===== src/rtl/scan_multiplexer_pkg.sv =====
// Shared scan definitions: counter-width and bus-slice macros plus helpers
// used by the channel scanner and its next-channel finder.
`ifndef SCAN_DEFS_VH
`define SCAN_DEFS_VH
`define CLOG2(x) (((x) <= 1) ? 1 : $clog2(x))
`define CH_SLICE(bus, i, w) bus[(i)*(w) +: (w)]
`endif

package scan_multiplexer_pkg;

    // Folds an index in [0, 2*c) back into [0, c).
    function automatic int wrap_index(input int n, input int c);
        return (n >= c) ? n - c : n;
    endfunction

endpackage


===== src/rtl/scan_multiplexer_next_channel_finder.sv =====
// Next masked-in channel after the current one-hot ring position,
// found by rotating the mask past the current index and priority-encoding.
module next_channel_finder
    import scan_multiplexer_pkg::*;
#(
    parameter int CHANNELS = 4
) (
    input  logic [CHANNELS-1:0] ring,
    input  logic [CHANNELS-1:0] channel_mask,
    output logic [CHANNELS-1:0] next_ring,
    output logic                wrapped
);

    logic [2*CHANNELS-1:0] doubled;
    logic [CHANNELS-1:0]   rotated;
    int                    cur;
    int                    step;
    int                    nxt;

    assign doubled = {channel_mask, channel_mask};

    always_comb begin
        cur = 0;
        for (int i = 0; i < CHANNELS; i++) begin
            if (ring[i]) cur = i;
        end
        rotated = CHANNELS'(doubled >> (cur + 1));
        step = 0;
        for (int k = CHANNELS - 1; k >= 0; k--) begin
            if (rotated[k]) step = k;
        end
        nxt = wrap_index(cur + 1 + step, CHANNELS);
        next_ring = ring;
        wrapped   = 1'b0;
        // An empty mask leaves the selection where it is.
        if (|channel_mask) begin
            for (int i = 0; i < CHANNELS; i++) begin
                next_ring[i] = (i == nxt);
            end
            wrapped = (nxt <= cur);
        end
    end

endmodule


===== src/rtl/scan_multiplexer.sv =====
// Time-division channel scanner: one-hot ring with per-channel dwell,
// mask-driven skipping and a registered, frame-tagged output word.
module scan_multiplexer
    import scan_multiplexer_pkg::*;
#(
    parameter int CHANNELS = 4,
    parameter int WIDTH    = 1,
    parameter int DWELL    = 1
) (
    input  logic                      clock,
    input  logic                      reset,
    input  logic                      enable,
    input  logic [CHANNELS-1:0]       channel_mask,
    input  logic [CHANNELS*WIDTH-1:0] data,
    output logic [WIDTH-1:0]          out,
    output logic [CHANNELS-1:0]       out_sel,
    output logic                      out_valid,
    output logic                      frame_start
);

    localparam int DW = `CLOG2(DWELL);

    logic [CHANNELS-1:0] ring;
    logic [DW-1:0]       dwell_cnt;
    logic                wrap_flag;

    logic [CHANNELS-1:0] next_ring;
    logic                wrapped;
    logic [WIDTH-1:0]    sel_word;
    logic                cur_valid;
    logic                any_mask;
    logic                at_end;
    logic                advance;

    next_channel_finder #(
        .CHANNELS(CHANNELS)
    ) u_finder (
        .ring(ring),
        .channel_mask(channel_mask),
        .next_ring(next_ring),
        .wrapped(wrapped)
    );

    always_comb begin
        sel_word = '0;
        for (int i = 0; i < CHANNELS; i++) begin
            sel_word |= {WIDTH{ring[i]}} & `CH_SLICE(data, i, WIDTH);
        end
    end

    assign cur_valid = |(ring & channel_mask);
    assign any_mask  = |channel_mask;
    assign at_end    = (dwell_cnt == DW'(DWELL - 1));
    // A masked-out current channel is left at once, whatever the dwell.
    assign advance   = enable & any_mask & (at_end | ~cur_valid);

    always_ff @(posedge clock) begin
        if (reset) begin
            ring        <= CHANNELS'(1);
            dwell_cnt   <= '0;
            wrap_flag   <= 1'b1;
            out         <= '0;
            out_sel     <= '0;
            out_valid   <= 1'b0;
            frame_start <= 1'b0;
        end else begin
            out         <= sel_word;
            out_sel     <= ring;
            out_valid   <= cur_valid;
            frame_start <= wrap_flag & cur_valid;
            if (wrap_flag & cur_valid) wrap_flag <= 1'b0;
            if (advance) begin
                dwell_cnt <= '0;
                ring      <= next_ring;
                if (wrapped) wrap_flag <= 1'b1;
            end else if (enable & any_mask) begin
                dwell_cnt <= dwell_cnt + DW'(1);
            end
        end
    end

endmodule


===== config.mk =====
export PLATFORM = sky130hd
export DESIGN_NAME = scan_multiplexer
export DESIGN_NICKNAME = d
export VERILOG_FILES = /design/src/rtl/scan_multiplexer_pkg.sv /design/src/rtl/scan_multiplexer_next_channel_finder.sv /design/src/rtl/scan_multiplexer.sv
export SDC_FILE = /design/constraint.sdc
export NUM_CORES = 1
export LEC_CHECK = 0
export ABC_CLOCK_PERIOD_IN_PS = 3500
export BUFFER_PORTS_ARGS = -buffer_cell sky130_fd_sc_hd__buf_2
export CAP_MARGIN = 20
export CORE_MARGIN = 5
export CORE_UTILIZATION = 35
export DETAILED_ROUTE_END_ITERATION = 10
export SLEW_MARGIN = 15
export SYNTH_ARGS = -nofsm -noshare
export SYNTH_HDL_FRONTEND = slang
export SYNTH_HIERARCHICAL = 1
export SYNTH_SLANG_ARGS = --single-unit

===== constraint.sdc =====
create_clock -name clock -period 3.5 [get_ports clock]
set_input_delay 0.35 -clock clock [delete_from_list [all_inputs] [get_ports clock]]
set_output_delay 0.35 -clock clock [all_outputs]
set_load 0.02 [all_outputs]

* After elaboration in Yosys (flattened, before gate mapping)
Cells that the tools add are included.
W data, S select, Z words.
** Operators by class
- $add $sub $neg :: 4
- Magnitude comparators :: 2
- Equality and inequality tests :: 3
- Shifts and indexed selects :: 1
- Multiplexer cells :: 12
- Bitwise operators :: 14
- Reduce and logical (&&, ||, !) cells :: 5
** Operators by type and width (count)
- $eq A3 B32 Y1 const A :: 2
- $add A32 B3 Y32 :: 1
- $eq A2 B32 Y1 const A :: 1
- $ge A32 B4 Y1 const B :: 1
- $le A32 B3 Y1 :: 1
- $logic_not A32 Y1 :: 1
- $mux W32 :: 1
- $sub A32 B4 Y32 const B :: 1
- $mux W2 :: 6
- $reduce_or A4 Y1 :: 2
- $shr A8 B3 Y4 :: 1
- $and A1 B1 Y1 :: 7
- $mux W1 :: 5
- $and A4 B4 Y4 :: 1
- $or A1 B1 Y1 :: 4
- $add A2 B1 Y3 const B :: 1
- $not A1 Y1 :: 2
- $reduce_and A2 Y1 :: 1
- $reduce_or A2 Y1 :: 1
- $add A1 B1 Y1 const B :: 1
** Word-level totals
- Flip-flop bits (word level) :: 13
- Input port bits :: 11
- Output and inout bits :: 7
- Logic and storage cells :: 48

* Depth between registers and ports, before layout
- Word-level depth :: 16
- Mapped depth :: 17
- Depth with buffers taken out :: 16

* Cells and area by module
Netlist, hierarchy kept.
** Modules (own cells, without submodules)
- scan_multiplexer :: instances 1, cells each 40, area an instance 494.2 um^2, seq. area each 260.2 um^2
- next_channel_finder :: instances 1, cells each 53, area an instance 416.6 um^2, seq. area each 0.0 um^2

* Least setup slack after synthesis
Ideal clock, no wire load.
- Path type :: register -> register
- From :: register ring[2]
- To :: register wrap_flag
- Setup time :: 122 ps
- Data arrival time :: 3454 ps
- Data required time :: 3378 ps
- Slack :: -76 ps
- Stages on the path, launching flop included :: 17
- Path buffers :: 1
- Period minus slack after synthesis :: 3576 ps
- Cell sequence :: dfxtp_1 > nor2b_4 > or2_1 > buf_6 > ha_1 > or4b_1 > o21ai_1 > a211o_1 > ha_1 > inv_1 > fa_1 > inv_1 > ha_1 > nand2_1 > mux2i_1 > o21a_1 > a221o_1
** On the way
- Word-level cells in the longest chain between the ends :: 15
- Elaborated cells between the ends (all ways) :: 23
- Classes of those cells :: add/sub: 3; order compare: 2; shift: 1; mux: 11; bitwise: 5; reduce/logical: 1
** Ends and longest elaborated chain
- start, declared :: line scan_multiplexer.sv:23 : logic [CHANNELS-1:0] ring;
- start signal, assigned :: line scan_multiplexer.sv:74 : ring <= next_ring;
- $mux W2 (*) (2 in a row) :: line scan_multiplexer_next_channel_finder.sv:25 : if (ring[i]) cur = i;
- $add A2 B1 Y3 :: line scan_multiplexer_next_channel_finder.sv:27, scan_multiplexer_next_channel_finder.sv:32
- $shr A8 B3 Y4 :: line scan_multiplexer_next_channel_finder.sv:27 : rotated = CHANNELS'(doubled >> (cur + 1));
- $mux W2 (4 in a row) :: line scan_multiplexer_next_channel_finder.sv:30 : if (rotated[k]) step = k;
- $add A32 B3 Y32 :: line scan_multiplexer_next_channel_finder.sv:32 : nxt = wrap_index(cur + 1 + step, CHANNELS);
- $sub A32 B4 Y32 or $ge A32 B4 Y1 (tied branches) :: line scan_multiplexer_pkg.sv:13 : return (n >= c) ? n - c : n;
- $mux W32 :: line scan_multiplexer_pkg.sv:13
- $le A32 B3 Y1 (*) :: line scan_multiplexer_next_channel_finder.sv:40 : wrapped = (nxt <= cur);
- $mux W1 (*) :: line scan_multiplexer_next_channel_finder.sv:36 : if (|channel_mask) begin
- named net wrapped :: line scan_multiplexer.sv:28 : logic wrapped;
- $mux W1 (*) :: line scan_multiplexer.sv:75 : if (wrapped) wrap_flag <= 1'b1;
- $mux W1 (*) :: line scan_multiplexer.sv:72 : if (advance) begin
- end signal, assigned :: line scan_multiplexer.sv:61 : wrap_flag <= 1'b1;
- end signal, assigned :: line scan_multiplexer.sv:71 : if (wrap_flag & cur_valid) wrap_flag <= 1'b0;
- end signal, assigned :: line scan_multiplexer.sv:75
- end, declared :: line scan_multiplexer.sv:25 : logic wrap_flag;
The timed path passes the listed nets; every way through them passes the cells marked *.
A chain may end at the register's enable or synchronous reset.

* Worst setup path in the final report
- From :: register ring[1]
- To :: register wrap_flag
** On the way
- Word-level cells in the longest chain between the ends :: 16
- Elaborated cells between the ends (all ways) :: 24
- Classes of those cells :: add/sub: 3; order compare: 2; shift: 1; mux: 12; bitwise: 5; reduce/logical: 1
** Ends and longest elaborated chain (line)
- $mux W1 (*) :: scan_multiplexer_next_channel_finder.sv:25
- $mux W2 (*) (2 in a row) :: scan_multiplexer_next_channel_finder.sv:25
- $add A2 B1 Y3 :: scan_multiplexer_next_channel_finder.sv:27, scan_multiplexer_next_channel_finder.sv:32
- $shr A8 B3 Y4 :: scan_multiplexer_next_channel_finder.sv:27
- $mux W2 (4 in a row) :: scan_multiplexer_next_channel_finder.sv:30
- $add A32 B3 Y32 :: scan_multiplexer_next_channel_finder.sv:32
- $sub A32 B4 Y32 or $ge A32 B4 Y1 (tied branches) :: scan_multiplexer_pkg.sv:13
- $mux W32 :: scan_multiplexer_pkg.sv:13
- $le A32 B3 Y1 (*) :: scan_multiplexer_next_channel_finder.sv:40
- $mux W1 (*) :: scan_multiplexer_next_channel_finder.sv:36
- named net wrapped :: scan_multiplexer.sv:28
- $mux W1 (*) :: scan_multiplexer.sv:75
- $mux W1 (*) :: scan_multiplexer.sv:72
Marks and branches as above.

==> run_results.csv <==
group,metric,value,unit
outcome,outcome,"finished clean",
setup_path,critPathMaxFanout,4,
cts,cts_buffers,3,
logic_synthesis,ys.flop_type,"dfxtp_1",
placement,place_hpwl,1600,µm
cts,clk_pin_slew,70,ps
pwr,finalPower,1.41,mW
setup_path,max_stage_delay,580,ps
route,ant_nets,0,
min_path,hp-start,"data[3]",
pwr,p_leak,0.523,nW
timing,slew_viol_final,0,
floorplan,core_area,2480,µm²
placement,io_buffer_count,17,
cts,htreeDepth,1,
setup_path,start_kind,"register",
cells_and_area,fillerInstances,264,
floorplan,die-area,3720,µm²
setup_path,worst-path-buf-inv,3,
floorplan,ioPinCount,18,
timing,min_period,3470,ps
cells_and_area,syn_to_final_growth,27.9,%
cells_and_area,drive_above_1_share,43.7,%
placement,placed_cell_area,1090,µm²
cells_and_area,fin_area,1160,µm²
logic_synthesis,ys_seq_elements,13,
pwr,p_per_area,1210,nW/µm²
logic_synthesis,synth_fp_nets,110,
run,drv_cap,0,
setup_path,cp-end-kind,"register",
global_routing,grt_max_degree,14,
route,wl,2080,µm
route,drtPass1Iterations,4,
cts,clock_path_buffers,2,
placement,placed_cells,144,
route,drc,0,
floorplan,num_rows,18,
logic_synthesis,synthCells,93,
setup_path,arrival,3630,ps
setup_path,r2r_cells,16,
logic_synthesis,avgSynthCellArea,9.79,µm²
timing,rsz0062_at_grt,"true",
cts,clk_latency,270,ps
setup_path,cp_data_required_time,3660,ps
setup_path,rrSetupSlack,30,ps
global_routing,grt_overflow,0,
logic_synthesis,yosys_warnings,6,
route,via_count,762,
timing,fin_crit_sh,99.1,%
global_routing,antenna_found_initial,0,
floorplan,die_x,61.0,µm
setup_path,crit_chain,"nor2b_4, or2_4, ha_4, buf_4, nor3b_4, o21ai_0, mux2i_1, a211o_1, ha_2, inv_2, fa_1, inv_2, ha_4, a21oi_1, o21a_1, a221o_1",
setup_path,r2r-end,"wrap_flag",
floorplan,start_util,36.8,%
logic_synthesis,synth_edf_count,0,
setup_path,slowest_stage,"fa_1",
cts,cts-hold-fix-buffers,0,
cts,cts_tree,"built",
min_path,worstHoldEndpoint,"out",
route,drt_iter0_drc,10,
timing,max-slew-margin-rel,69.1,%
pwr,power.switching,0.575,mW
cts,root_buffer,"clkbuf_4",
cells_and_area,diodes,0,
setup_path,r2r-start,"ring[1]",
logic_synthesis,async_flop_share,0,%
timing,hold_slack,363,ps
global_routing,grt_util_all_layers,11.9,%
placement,gp_congestion,0.710,
pwr,p_comb_share,78.6,%
pwr,p_int,0.834,mW
timing,setup_viol,0,
pwr,p_sw_share,40.8,%
logic_synthesis,synth_area,911,µm²
setup_path,critical-path-top-delay-family,"adder cells",
min_path,hold_class,"input port to register",
timing,worst_pin_slew,459,ps
route,viasPerCell,5.11,
cells_and_area,fin_cells,149,
logic_synthesis,synth.distinct_cells,37,
floorplan,die_height,61.0,µm
pwr,irDropWorstVdd,0.640,mV
min_path,min_path_cells,3,
logic_synthesis,ys_seq_area_share,28.6,%
pwr,pwr-share-clk,6.4,%
timing,hold_violations,0,
global_routing,grt_pass1_vias,723,
global_routing,grt_pass1_wl,3340,µm
pwr,p_seq_share,15.0,%
route,avgRoutedWirePerCell,13.9,µm
cts,cts.sinks,13,
timing,setup_tns,0,ps
setup_path,critical_path_class,"register to register",
timing,clock.fmax,288,MHz
timing,finClkSkew,0.334,ps
cells_and_area,nets,137,
power groups by stage:
stage | sequential [mW] | combinational, mW | clock (mW)
2_1_floorplan | 0.229 | 0.768 | 0
3_3_place_gp | 0.211 | 1.01 | 0
3_5_place_dp | 0.213 | 1.02 | 0
4_1_cts | 0.210 | 1.04 | 0.0940
5_1_grt | 0.217 | 1.24 | 0.102
6_report | 0.211 | 1.11 | 0.0904
sequential cells by signal, summed over array words and instances (netlist names):
register,cells
ring,4
out_valid,1
out,1
out_sel,4
frame_start,1
dwell_cnt,1
wrap_flag,1
through the flow:
step / util, % / worst slack (ps)
after CTS: 45.3 / 18.6
after detailed placement: 44.0 / -97.8
after global placement: 44.0 / -41.1
after floorplan: - / 7.18
after global routing: 47.0 / -94.5
final: 47.0 / 32.9
tightest hold or removal path, delay by kind of cell:
kind | cells | cell delay [ps]
AOI/OAI and AO/OA | 2 | 170
buffers and inverters | 1 | 80
what timing repair did:
item / CTS / global route
pin swaps: 2 / 7
buffers inserted: 0 / 1
setup endpoints to repair: 1 / 1
resized for setup: 2 / 10
worst max path at each step:
stage          cells after the start  slack [ps]  startpoint         to
2_1_floorplan                     16           7     ring[1]  wrap_flag
3_3_place_gp                      15         -40     ring[1]  wrap_flag
3_5_place_dp                      15        -100     ring[1]  wrap_flag
4_1_cts                           15          20     ring[1]  wrap_flag
5_1_grt                           17         -90     ring[1]  wrap_flag
6_report                          16          30     ring[1]  wrap_flag
area by class of cell:
cell class	instances	area [µm²]	share of cell area, %
multi-input cells	71	673	57.8
flip-flops and latches	13	264	22.7
repair buffers	24	138	11.8
well taps	30	37.5	3.22
clock buffers	4	26.3	2.26
inverters	7	26.3	2.26
layout by cell type (no fill, tap or decap), types with 4 or more instances in the layout:
master	n
a21oi_1	4
a32o_1	4
buf_2	17
buf_4	7
dfxtp_1	10
inv_1	4
mux2_4	4
mux2i_1	4
nor2_1	6
nor2b_1	8
routing by layer:
layer / vias to the layer above / track usage, % / share of wire (%)
met1: 358 / 15.7 / 46
met3: 2 / 3.77 / 3.0
met5: - / 0 / 0
li1: 391 / - / -
met4: 0 / 1.86 / 0.58
met2: 11 / 19.5 / 50
cell families (layout without fill, tap and decap cells):
family | count (synthesis) | in the layout | share of synthesized area [%]
buffers and inverters | 9 | 35 | 4.53
adder cells (fa/ha/maj) | 6 | 6 | 9.07
AND/OR/NAND/NOR | 31 | 31 | 21.8
multiplexers | 9 | 9 | 12.2
flip-flops | 13 | 13 | 28.6
AO/OA/AOI/OAI | 25 | 25 | 23.8
cells in the mapped netlist (all sizes together) (3+ instances only):
master	count	area [µm²]
a21oi	5	36.3
a22oi	4	35.0
a32o	4	40.0
dfxtp	13	260
ha	5	62.6
inv	7	26.3
mux2	5	71.3
mux2i	4	40.0
nand2	3	11.3
nor2	6	22.5
nor2b	9	63.8
nor3b	3	22.5
o21ai	4	20.0
Power figures use the tool's default switching activity.
